[config.mk]
export PLATFORM = sky130hd
export DESIGN_NAME = if_fetch_ctrl
export DESIGN_NICKNAME = d
export VERILOG_FILES = /design/src/rtl/if_pkg.sv /design/src/rtl/if_next_pc_sel.sv /design/src/rtl/if_fetch_ctrl.sv
export SDC_FILE = /design/constraint.sdc
export NUM_CORES = 1
export LEC_CHECK = 0
export BUFFER_PORTS_ARGS = -buffer_cell sky130_fd_sc_hd__buf_4
export CORE_MARGIN = 5
export CORE_UTILIZATION = 50
export CTS_BUF_LIST = sky130_fd_sc_hd__clkbuf_16
export DETAILED_ROUTE_END_ITERATION = 8
export GPL_ROUTABILITY_DRIVEN = 1
export PLACE_DENSITY = 0.74
export SYNTH_ARGS = -nofsm -noshare
export SYNTH_HDL_FRONTEND = slang
export SYNTH_SLANG_ARGS = --single-unit
[constraint.sdc]
create_clock -name clk -period 6.85 [get_ports clk]
set_input_delay 1.37 -clock clk [delete_from_list [all_inputs] [get_ports clk]]
set_output_delay 1.37 -clock clk [all_outputs]
set_load 0.005 [all_outputs]
[src/rtl/if_pkg.sv]
// Shared definitions for the instruction-fetch controller.
package if_pkg;

   // Fetch controller states: drive request, wait response, hold buffered
   // response during stall, drop a stale response after redirect.
   typedef enum logic [1:0] {
      S_REQ  = 2'd0,
      S_WAIT = 2'd1,
      S_HOLD = 2'd2,
      S_DROP = 2'd3
   } fetch_state_t;

   localparam logic [31:0] RESET_PC_DEF = 32'h0000_0000;
   localparam logic [31:0] INSTR_NOP    = 32'h0000_0013;
   localparam logic [31:0] PC_STEP      = 32'd4;

endpackage

[src/rtl/if_next_pc_sel.sv]
// Next-PC select: redirect target or sequential pc+4 (modulo 2^32).
// With IF_MISALIGN_CHECK_EN the redirect target is forced word-aligned
// and a misaligned flag is produced for the controller.
module if_next_pc_sel
   import if_pkg::*;
(
   input  logic [31:0] pc,
   input  logic        redirect,
   input  logic [31:0] redirect_pc,
`ifdef IF_MISALIGN_CHECK_EN
   output logic        misaligned,
`endif
   output logic [31:0] next_pc
);

   logic [31:0] target;

`ifdef IF_MISALIGN_CHECK_EN
   assign target     = {redirect_pc[31:2], 2'b00};
   assign misaligned = redirect && (redirect_pc[1:0] != 2'b00);
`else
   assign target     = redirect_pc;
`endif

   // Redirect wins over sequential advance; the adder wraps naturally.
   always_comb begin
      next_pc = pc + PC_STEP;
      if (redirect) next_pc = target;
   end

endmodule

[src/rtl/if_fetch_ctrl.sv]
// Instruction-fetch controller: one outstanding imem request, one-entry
// response buffer while stalled, stale-response drop after redirect.
// Optional macro IF_MISALIGN_CHECK_EN adds the misalign pulse output and
// word-aligns redirect targets.
module if_fetch_ctrl
   import if_pkg::*;
#(
   parameter logic [31:0] RESET_PC = RESET_PC_DEF
)(
   input  logic        clk,
   input  logic        rst_n,
   input  logic        stall,
   input  logic        redirect,
   input  logic [31:0] redirect_pc,
   output logic        imem_req,
   output logic [31:0] imem_addr,
   input  logic        imem_ready,
   input  logic        imem_rvalid,
   input  logic [31:0] imem_rdata,
   output logic        if_valid,
   output logic [31:0] if_pc,
   output logic [31:0] if_instr
`ifdef IF_MISALIGN_CHECK_EN
   ,
   output logic        misalign
`endif
);

   fetch_state_t state;
   logic [31:0]  pc;
   logic [31:0]  next_pc;
   logic [31:0]  buf_instr;
   logic         accept;
   logic         busy;

`ifdef IF_MISALIGN_CHECK_EN
   logic misaligned;
`endif

   if_next_pc_sel u_next_pc_sel (
      .pc          (pc),
      .redirect    (redirect),
      .redirect_pc (redirect_pc),
`ifdef IF_MISALIGN_CHECK_EN
      .misaligned  (misaligned),
`endif
      .next_pc     (next_pc)
   );

   assign imem_req  = (state == S_REQ);
   assign imem_addr = pc;
   assign accept    = imem_req && imem_ready;
   // A request is still in flight after this edge unless its response lands now.
   assign busy      = ((state == S_WAIT || state == S_DROP) && !imem_rvalid) || accept;

   // Fetch FSM, PC and IF/ID register; redirect overrides everything incl. stall.
   always_ff @(posedge clk or negedge rst_n) begin
      if (!rst_n) begin
         state     <= S_REQ;
         pc        <= RESET_PC;
         buf_instr <= INSTR_NOP;
         if_valid  <= 1'b0;
         if_pc     <= 32'h0;
         if_instr  <= 32'h0;
      end else if (redirect) begin
         pc        <= next_pc;
         if_valid  <= 1'b0;
         buf_instr <= INSTR_NOP;
         state     <= busy ? S_DROP : S_REQ;
      end else begin
         case (state)
            S_REQ: begin
               if (accept) state <= S_WAIT;
               if (!stall) if_valid <= 1'b0;
            end
            S_WAIT: begin
               if (imem_rvalid && stall) begin
                  buf_instr <= imem_rdata;
                  state     <= S_HOLD;
               end else if (imem_rvalid) begin
                  if_valid <= 1'b1;
                  if_pc    <= pc;
                  if_instr <= imem_rdata;
                  pc       <= next_pc;
                  state    <= S_REQ;
               end else if (!stall) begin
                  if_valid <= 1'b0;
               end
            end
            S_HOLD: begin
               if (!stall) begin
                  if_valid  <= 1'b1;
                  if_pc     <= pc;
                  if_instr  <= buf_instr;
                  buf_instr <= INSTR_NOP;
                  pc        <= next_pc;
                  state     <= S_REQ;
               end
            end
            S_DROP: begin
               if (imem_rvalid) state <= S_REQ;
               if (!stall) if_valid <= 1'b0;
            end
            default: state <= S_REQ;
         endcase
      end
   end

`ifdef IF_MISALIGN_CHECK_EN
   // One-cycle registered pulse for each misaligned redirect target.
   always_ff @(posedge clk or negedge rst_n) begin
      if (!rst_n) misalign <= 1'b0;
      else        misalign <= misaligned;
   end
`endif

endmodule

; Word-level counts from Yosys, hierarchy flattened
; Cells that the tools add are included.
; Widths: inputs -> output; s select.
[op_classes]
addsub = 1
n_eq_ne = 11
n_mux = 31
bitwise = 1
reduce_logical = 15
[ops]
columns = cell, count
row1 = $mux 32, 14
row2 = $pmux 32 s2, 4
row3 = $add 32x3->32 const B, 1
row4 = $mux 2, 6
row5 = $ne 3x3->1 const B, 3
row6 = $pmux 2 s4, 1
row7 = $ne 2x2->1 const B, 3
row8 = $ne 3x2->1 const B, 2
row9 = $mux 1, 5
row10 = $reduce_and 5->1, 1
row11 = $eq 2x2->1 const B, 2
row12 = $reduce_and 2->1, 2
row13 = $reduce_and 4->1, 1
row14 = $logic_and 1x1->1, 3
row15 = $pmux 1 s3, 1
row16 = $reduce_and 3->1, 1
row17 = $reduce_bool 3->1, 1
row18 = $eq 2x1->1 const B, 1
row19 = $logic_not 2->1, 1
row20 = $logic_or 1x1->1, 2
row21 = $reduce_bool 2->1, 1
row22 = $reduce_or 2->1, 1
row23 = $logic_not 1->1, 1
row24 = $not 1->1, 1
[totals]
register_bits = 131
input_bits = 70
output_inout_bits = 98
wordCells = 65

; Logic depth before layout (Yosys ltp)
; Gate-level depths: netlist of the first run.
[logic_depth]
depth_word = 6
mapped_depth = 10
ltp_nobuf = 7

; Cells and area by module
; Synthesis of the first run repeated with hierarchy kept, for this count alone.
[unflattened]
hier_cells = 655
hier_area_um2 = 7166.9
[modules_own_cells]
columns = mod, n_inst, cells_each, area_per_inst_um2, seq_area_each_um2
row1 = if_fetch_ctrl, 1, 492, 6153.4, 3281.9
row2 = if_next_pc_sel, 1, 163, 1013.5, 0.0

; Worst setup path after synthesis of the first run
; Ideal clock, no wire load.
[synth_timing]
path_type = input -> register
from = in imem_rvalid
to = reg pc[22], in the netlist imem_addr[22]
arrival_ps = 2818
required_ps = 6725
slack_ps = 3907
path_stages = 6
path_buffers = 1
cell_sequence = buf_6 nand2_1 o32a_2 or4_4 xnor2_1 mux2_2
[synth_between]
elab_chain_len = 3
word_cells_on_any_way = 4
cone_classes = 2 x eq/ne / 2 x reduce/logical
[synth_rtl]
columns = item, line_no
row1 = from (decl), if_fetch_ctrl.sv:18  ; input logic imem_rvalid,
row2 = $logic_and 1x1->1, if_fetch_ctrl.sv:77  ; if (imem_rvalid && stall) begin
row3 = $ne 3x3->1 (no source line), n/a
row4 = $reduce_and 4->1 (no source line) (*), n/a
row5 = to (signal assigned), if_fetch_ctrl.sv:66  ; pc <= next_pc;
row6 = to (signal assigned), if_fetch_ctrl.sv:84  ; pc <= next_pc;
row7 = to (signal assigned), if_fetch_ctrl.sv:96  ; pc <= next_pc;
row8 = to (decl), if_fetch_ctrl.sv:30  ; logic [31:0] pc;
; Mark *: on every way between the ends. The rest lies on a longest branch, timed or not.
; A chain may end at the register's enable or synchronous reset.

; Final worst setup path of the first run
[layout_timing]
from = reg state[0]
to = reg pc[22], in the netlist imem_addr[22]
[layout_between]
elab_chain_len = 3
word_cells_on_any_way = 9
cone_classes = 5 x eq/ne / 2 x mux / 2 x reduce/logical
[layout_rtl]
columns = item, line_no
row1 = from (decl), if_fetch_ctrl.sv:29  ; fetch_state_t state;
row2 = from (signal assigned), if_fetch_ctrl.sv:69  ; state <= busy ? S_DROP : S_REQ;
row3 = $eq 2x1->1 / $eq 2x2->1 (equally long branches), if_fetch_ctrl.sv:71  ; case (state)
row4 = "$ne 3x3->1 (no source line), or another cell as far along", n/a
row5 = $reduce_and 4->1 (no source line) / $mux 32 (equally long branches), n/a
; Parallel ways exist; a longest one is shown, timed or not.

==> impl_metrics.yaml, run 1 <==
status:
  status: "finished clean"
global_routing:
  grt_usage: 0.220
  antenna_found_initial: 0
  grt_pass1_wl_um: 25300
  grt_pass1_vias: 5000
  grt.overflow.total: 0
  grt_start_max_net_pins: 99
route:
  routed-via-count: 4949
  routedWlPerCell_um: 17.0
  final_antenna_net_count: 0
  routed_wirelength_um: 15700
  viasPerCell: 5.37
  drc: 0
  drt_iter0_markers: 375
  drt_first_pass_iters: 5
final_layout:
  fin_nets: 817
  mostFrequentLayoutCells: "buf_4, nand2_1, dfrtp_1"
  nFillCells: 979
  drive_above_1_share: 0.332
  layout_commonest_cell: "buf_4"
  num_antenna_cells: 0
  syn_to_final_growth_pct: 29.6
critical_path:
  worst-path-max-fanout: 43
  cp.arrival_ps: 3400
  setup.worst_path.class: "reg2reg"
  crit_required_ps: 7140
  crit_path_start_kind: "register"
  worst_setup_path_end_kind: "register"
timing:
  max_freq_mhz: 321
  tightest_slew_ps: 1200
  finalSetupViolCount: 0
  rsz0062_at_grt: "no"
  fin_crit_sh: 0.455
  hold_ws_ps: 462
  post-route-min-period_ps: 3110
  setup_ws_ps: 3740
  fin_skew_ps: 5.74
  hold_violations: 0
  slew_headroom: 0.202
  slew_viol_final: 0
  tns_ps: 0
yosys:
  synth_cells: 590
  ys_seq_area_frac: 0.533
  avgSynthCellArea_um2: 10.4
  synth_edf_count: 0
  ys_seq_elements: 131
  syn-cell-area_mm2: 0.00615
  synthesis.nets: 666
  synthArstFlopShare: 1.00
  synth-main-ff-cell: "dfrtp_1"
  ys_types: 46
  ys_warn_count: 0
placement:
  gp_congestion: 0.854
  dpl_worst_slack_ps: 3420
  port_buffers: 167
  hpwl_um: 10800
floorplanning:
  start_util: 0.510
  boundaryPins: 168
  core_area_mm2: 0.0121
  dieArea_mm2: 0.0146
  die_h_um: 121
  rows: 40
  die_w_um: 121
clocking:
  clock-root-buffer: "clkbuf_16"
  cts_tree: "done"
  path_clk_slew_ps: 50
  postCtsSetupRepairBufs: 0
  post_cts_resized: 0
  cts_made_buffers: 17
  cts_buffer_depth: 2
  holdBufCountCts: 0
  htree_levels: 4
  cts.sinks: 131
  worst_skew_pair.late_latency_ps: 410
power:
  power_density_mw_per_mm2: 350
  leakage_nw: 3.71
  ir_drop_mv: 0.218
min_path:
  hold_class: "reg2reg"
job:
  maxCapViolations: 0
-- routing by layer --
layer	wire length, um	GRT usage	vias to the layer above	share of wire
li1	-	-	2354	-
met1	6530	0.280	2403	0.42
met2	7870	0.363	169	0.50
met3	1010	0.0592	23	0.064
met4	273	0.0786	0	0.017
met5	0	0	-	0
-- per-stage QoR --
step | total power, mW | instances | area (um^2) | util
2_1_floorplan | 1.58 | 590 | 6150 | -
4_1_cts | 2.82 | 922 | 7970 | 0.661
6_report | 2.79 | 922 | 7970 | 0.661
5_1_grt | 2.97 | 922 | 7970 | 0.661
3_3_place_gp | 2.02 | 890 | 7480 | 0.620
3_5_place_dp | 2.06 | 890 | 7480 | 0.620
-- registers in the layout (all words and copies together) (netlist names) --
name	cells
state	2
if_pc	32
if_instr	32
if_valid	1
imem_addr	32
buf_instr	32
-- Yosys cell counts (all sizes together), types with 3 or more instances --
cell type	number	area, um^2
nor2	6	22.5
clkbuf	23	86.3
dfrtp	128	3200
nand2	130	488
o21ai	87	435
nor3	4	25.0
dfstp	3	78.8
nor4	15	140
nand4	14	118
buf	15	88.8
mux2	38	428
nand3	13	65.1
inv	10	37.5
a21oi	6	30.0
xnor2	11	96.3
xor2	16	140
mux2i	34	340
ha	6	75.1
and3	8	50.1
-- path summary, 6_finish.rpt --
check | from | to | slack, ps | depth (start not counted)
min | buf_instr[4]$_DFFE_PN1P_ | buf_instr[4]$_DFFE_PN1P_ | 460 | 2
max reg2reg | state[0]$_DFFE_PN0P_ | imem_addr[22]$_DFFE_PN0P_ | 3740 | 8
max in group asynchronous | rst_n | imem_addr[17]$_DFFE_PN0P_ | 4460 | 2
min reg2reg | buf_instr[4]$_DFFE_PN1P_ | buf_instr[4]$_DFFE_PN1P_ | 460 | 2
max | state[0]$_DFFE_PN0P_ | imem_addr[22]$_DFFE_PN0P_ | 3740 | 8
min in group asynchronous | rst_n | if_pc[3]$_DFFE_PN0P_ | 1130 | 1
-- cell families (layout without fill, tap and decap cells) --
kind of cell	after synthesis	in the layout	synth area share
buffers and inverters	48	212	0.0346
xor gates and xnor gates	27	27	0.0384
adders and majority gates	6	6	0.0122
DFF	131	131	0.533
and+or+nand+nor	202	202	0.165
muxes	72	72	0.125
AOI/OAI and AO/OA	104	104	0.0913
-- power by group --
| group | internal, mW | switching (mW) | total [mW] |
|---|---|---|---|
| Clock | 0.445 | 0.307 | 0.751 |
| Combinational | 0.466 | 0.384 | 0.850 |
| Sequential | 1.02 | 0.168 | 1.19 |
| Total | 1.93 | 0.859 | 2.79 |
-- area by class of cell --
cell class | instances | area, um^2 | share of cell area
inverters | 10 | 37.5 | 0.00471
clock buffers | 17 | 425 | 0.0534
multi-input cells | 411 | 2670 | 0.335
repair buffers | 170 | 1280 | 0.160
well taps | 168 | 210 | 0.0264
clock inverters | 15 | 66.3 | 0.00832
flip-flops and latches | 131 | 3280 | 0.412
-- critical path, cell delays in order (launching register included) --
cell and delay, ps:
dfrtp_1 440, inv_1 130, ha_2 180, buf_4 550, mux2i_1 260, o32a_2 430, or4_4 590, xnor2_1 140
mux2_2 270
Power figures use the tool's default switching activity.
==> run 2: changes to the inputs <==
- CORE_UTILIZATION: 50 -> 48
- clock period: 6.85 -> 2.76 ns (I/O delays scaled with it)
==> run 2 against run 1 <==
  * Critical endpoint is now imem_addr[28]$_DFFE_PN0P_
  * Final area grew 1.7%
  * Non-clock buffer count grew 8
  * Maximum frequency grew 23%
  * Register-to-register slack lost 3500 ps
  * Critical path depth is the same
  * Clock-buffer cell count is the same
  * Global-route usage shrank 0.63 points
  * Final cell count grew 1.3%
  * Worst setup slack lost 3500 ps
  * Core utilization shrank 1.6 points
  * Combinational power grew to 2.5 times the previous value
  * Largest power group unchanged
  * Worst hold slack lost 390 ps
==> impl_metrics.yaml, run 2 (same netlist as run 1, synthesis figures left out) <==
route:
  final_antenna_net_count: 0
  drt_first_pass_iters: 5
  drc: 0
  drt_iter0_markers: 384
  routed_wirelength_um: 15800
  routedWlPerCell_um: 16.9
  routed-via-count: 4975
  viasPerCell: 5.33
clocking:
  clock-root-buffer: "clkbuf_16"
  cts.sinks: 131
  holdBufCountCts: 0
  cts_buffer_depth: 2
  htree_levels: 4
  path_clk_slew_ps: 60
  cts_made_buffers: 17
  post_cts_resized: 0
  postCtsSetupRepairBufs: 0
  worst_skew_pair.late_latency_ps: 410
  cts_tree: "done"
floorplanning:
  boundaryPins: 168
  die_h_um: 123
  rows: 41
  die_w_um: 123
  start_util: 0.489
  dieArea_mm2: 0.0152
  core_area_mm2: 0.0126
critical_path:
  worst-path-max-fanout: 13
  crit_path_start_kind: "register"
  worst_setup_path_endpoint: "imem_addr[28]$_DFFE_PN0P_"
  r2r_end: "imem_addr[28]$_DFFE_PN0P_"
  rrSetupSlack_ps: 240
  crit_required_ps: 3050
  crit_start: "state[1]$_DFFE_PN0P_"
  cp.arrival_ps: 2820
  rr_worst_depth: 8
  slowest_stage: "dfrtp_1"
  crit_chain: "inv_1 > ha_1 > nand2_1 > o32a_2 > buf_4 > nor4_1 > xor2_1 > mux2_2"
  setup.worst_path.class: "reg2reg"
  worstReg2RegStart: "state[1]$_DFFE_PN0P_"
  worst_setup_path_end_kind: "register"
  max_stage_delay_ps: 420
power:
  power_density_mw_per_mm2: 882
  ir_drop_mv: 0.515
  leakage_nw: 3.78
timing:
  max_freq_mhz: 396
  hold_violations: 0
  fin_crit_sh: 0.915
  fin_skew_ps: 5.11
  slew_viol_final: 0
  rsz0062_at_grt: "no"
  finalSetupViolCount: 0
  tns_ps: 0
  tightest_slew_ps: 1280
  slew_headroom: 0.145
  setup_ws_ps: 236
  post-route-min-period_ps: 2520
placement:
  gp_congestion: 0.869
  hpwl_um: 11100
  dp_cells: 902
  dpl_worst_slack_ps: 308
  port_buffers: 167
final_layout:
  fin_cells: 934
  layout_commonest_cell: "buf_4"
  fin_nets: 825
  drive_above_1_share: 0.337
  post-route-util: 0.645
  num_antenna_cells: 0
  syn_to_final_growth_pct: 31.8
  mostFrequentLayoutCells: "buf_4, nand2_1, dfrtp_1"
global_routing:
  grt_pass1_vias: 4897
  grt_start_max_net_pins: 66
  grt_pass1_wl_um: 25200
  antenna_found_initial: 0
  grt.overflow.total: 0
  grt_usage: 0.214
min_path:
  hold_class: "in2async"
status:
  status: "finished clean"
job:
  maxCapViolations: 0
-- run 2: critical path: cells and delay by family (launching register included) --
family                     cells  cell delay (ps)
DFF                            1              420
buffers and inverters          2              390
and+or+nand+nor                2              530
muxes                          1              280
xor gates and xnor gates       1              120
AOI/OAI and AO/OA              1              380
adders and majority gates      1              290
-- run 2: cell type report --
type	count	area (um^2)
repair buffers	178	1360
fillers	1021	4460
well taps	172	215
clock inverters	15	115
multi-input cells	411	2670
clock buffers	17	425
inverters	10	37.5
flip-flops and latches	131	3280
-- run 2: worst min-delay path by stage --
stage                             startpoint                   endpoint  depth (start not counted)
finish                                 rst_n    if_instr[2]$_DFFE_PN0P_                          1
global placement    buf_instr[4]$_DFFE_PN1P_   buf_instr[4]$_DFFE_PN1P_                          2
floorplan                              rst_n  buf_instr[10]$_DFFE_PN0P_                          0
global route                           rst_n  imem_addr[10]$_DFFE_PN0P_                          1
detailed placement  buf_instr[4]$_DFFE_PN1P_   buf_instr[4]$_DFFE_PN1P_                          2
CTS                                    rst_n    if_instr[2]$_DFFE_PN0P_                          1
-- run 2: layer usage --
metal	track usage	vias up	part of all wire
met2	0.352	174	0.51
met3	0.0618	22	0.069
met4	0.0720	0	0.019
met5	0	-	0
met1	0.271	2415	0.40
li1	-	2364	-
-- run 2: power breakdown --
group	internal (mW)	total, mW	switching, mW
Clock	1.29	2.06	0.775
Sequential	2.54	2.95	0.410
Combinational	1.19	2.14	0.956
Total	5.01	7.15	2.14
-- run 2: metrics by stage --
step,power (mW),hold WS [ps],area (um^2)
CTS,7.23,64.7,8110
floorplan,3.91,256,6150
detailed placement,5.15,456,7570
global placement,5.05,449,7570
finish,7.15,67.5,8110
global route,7.60,73.5,8110
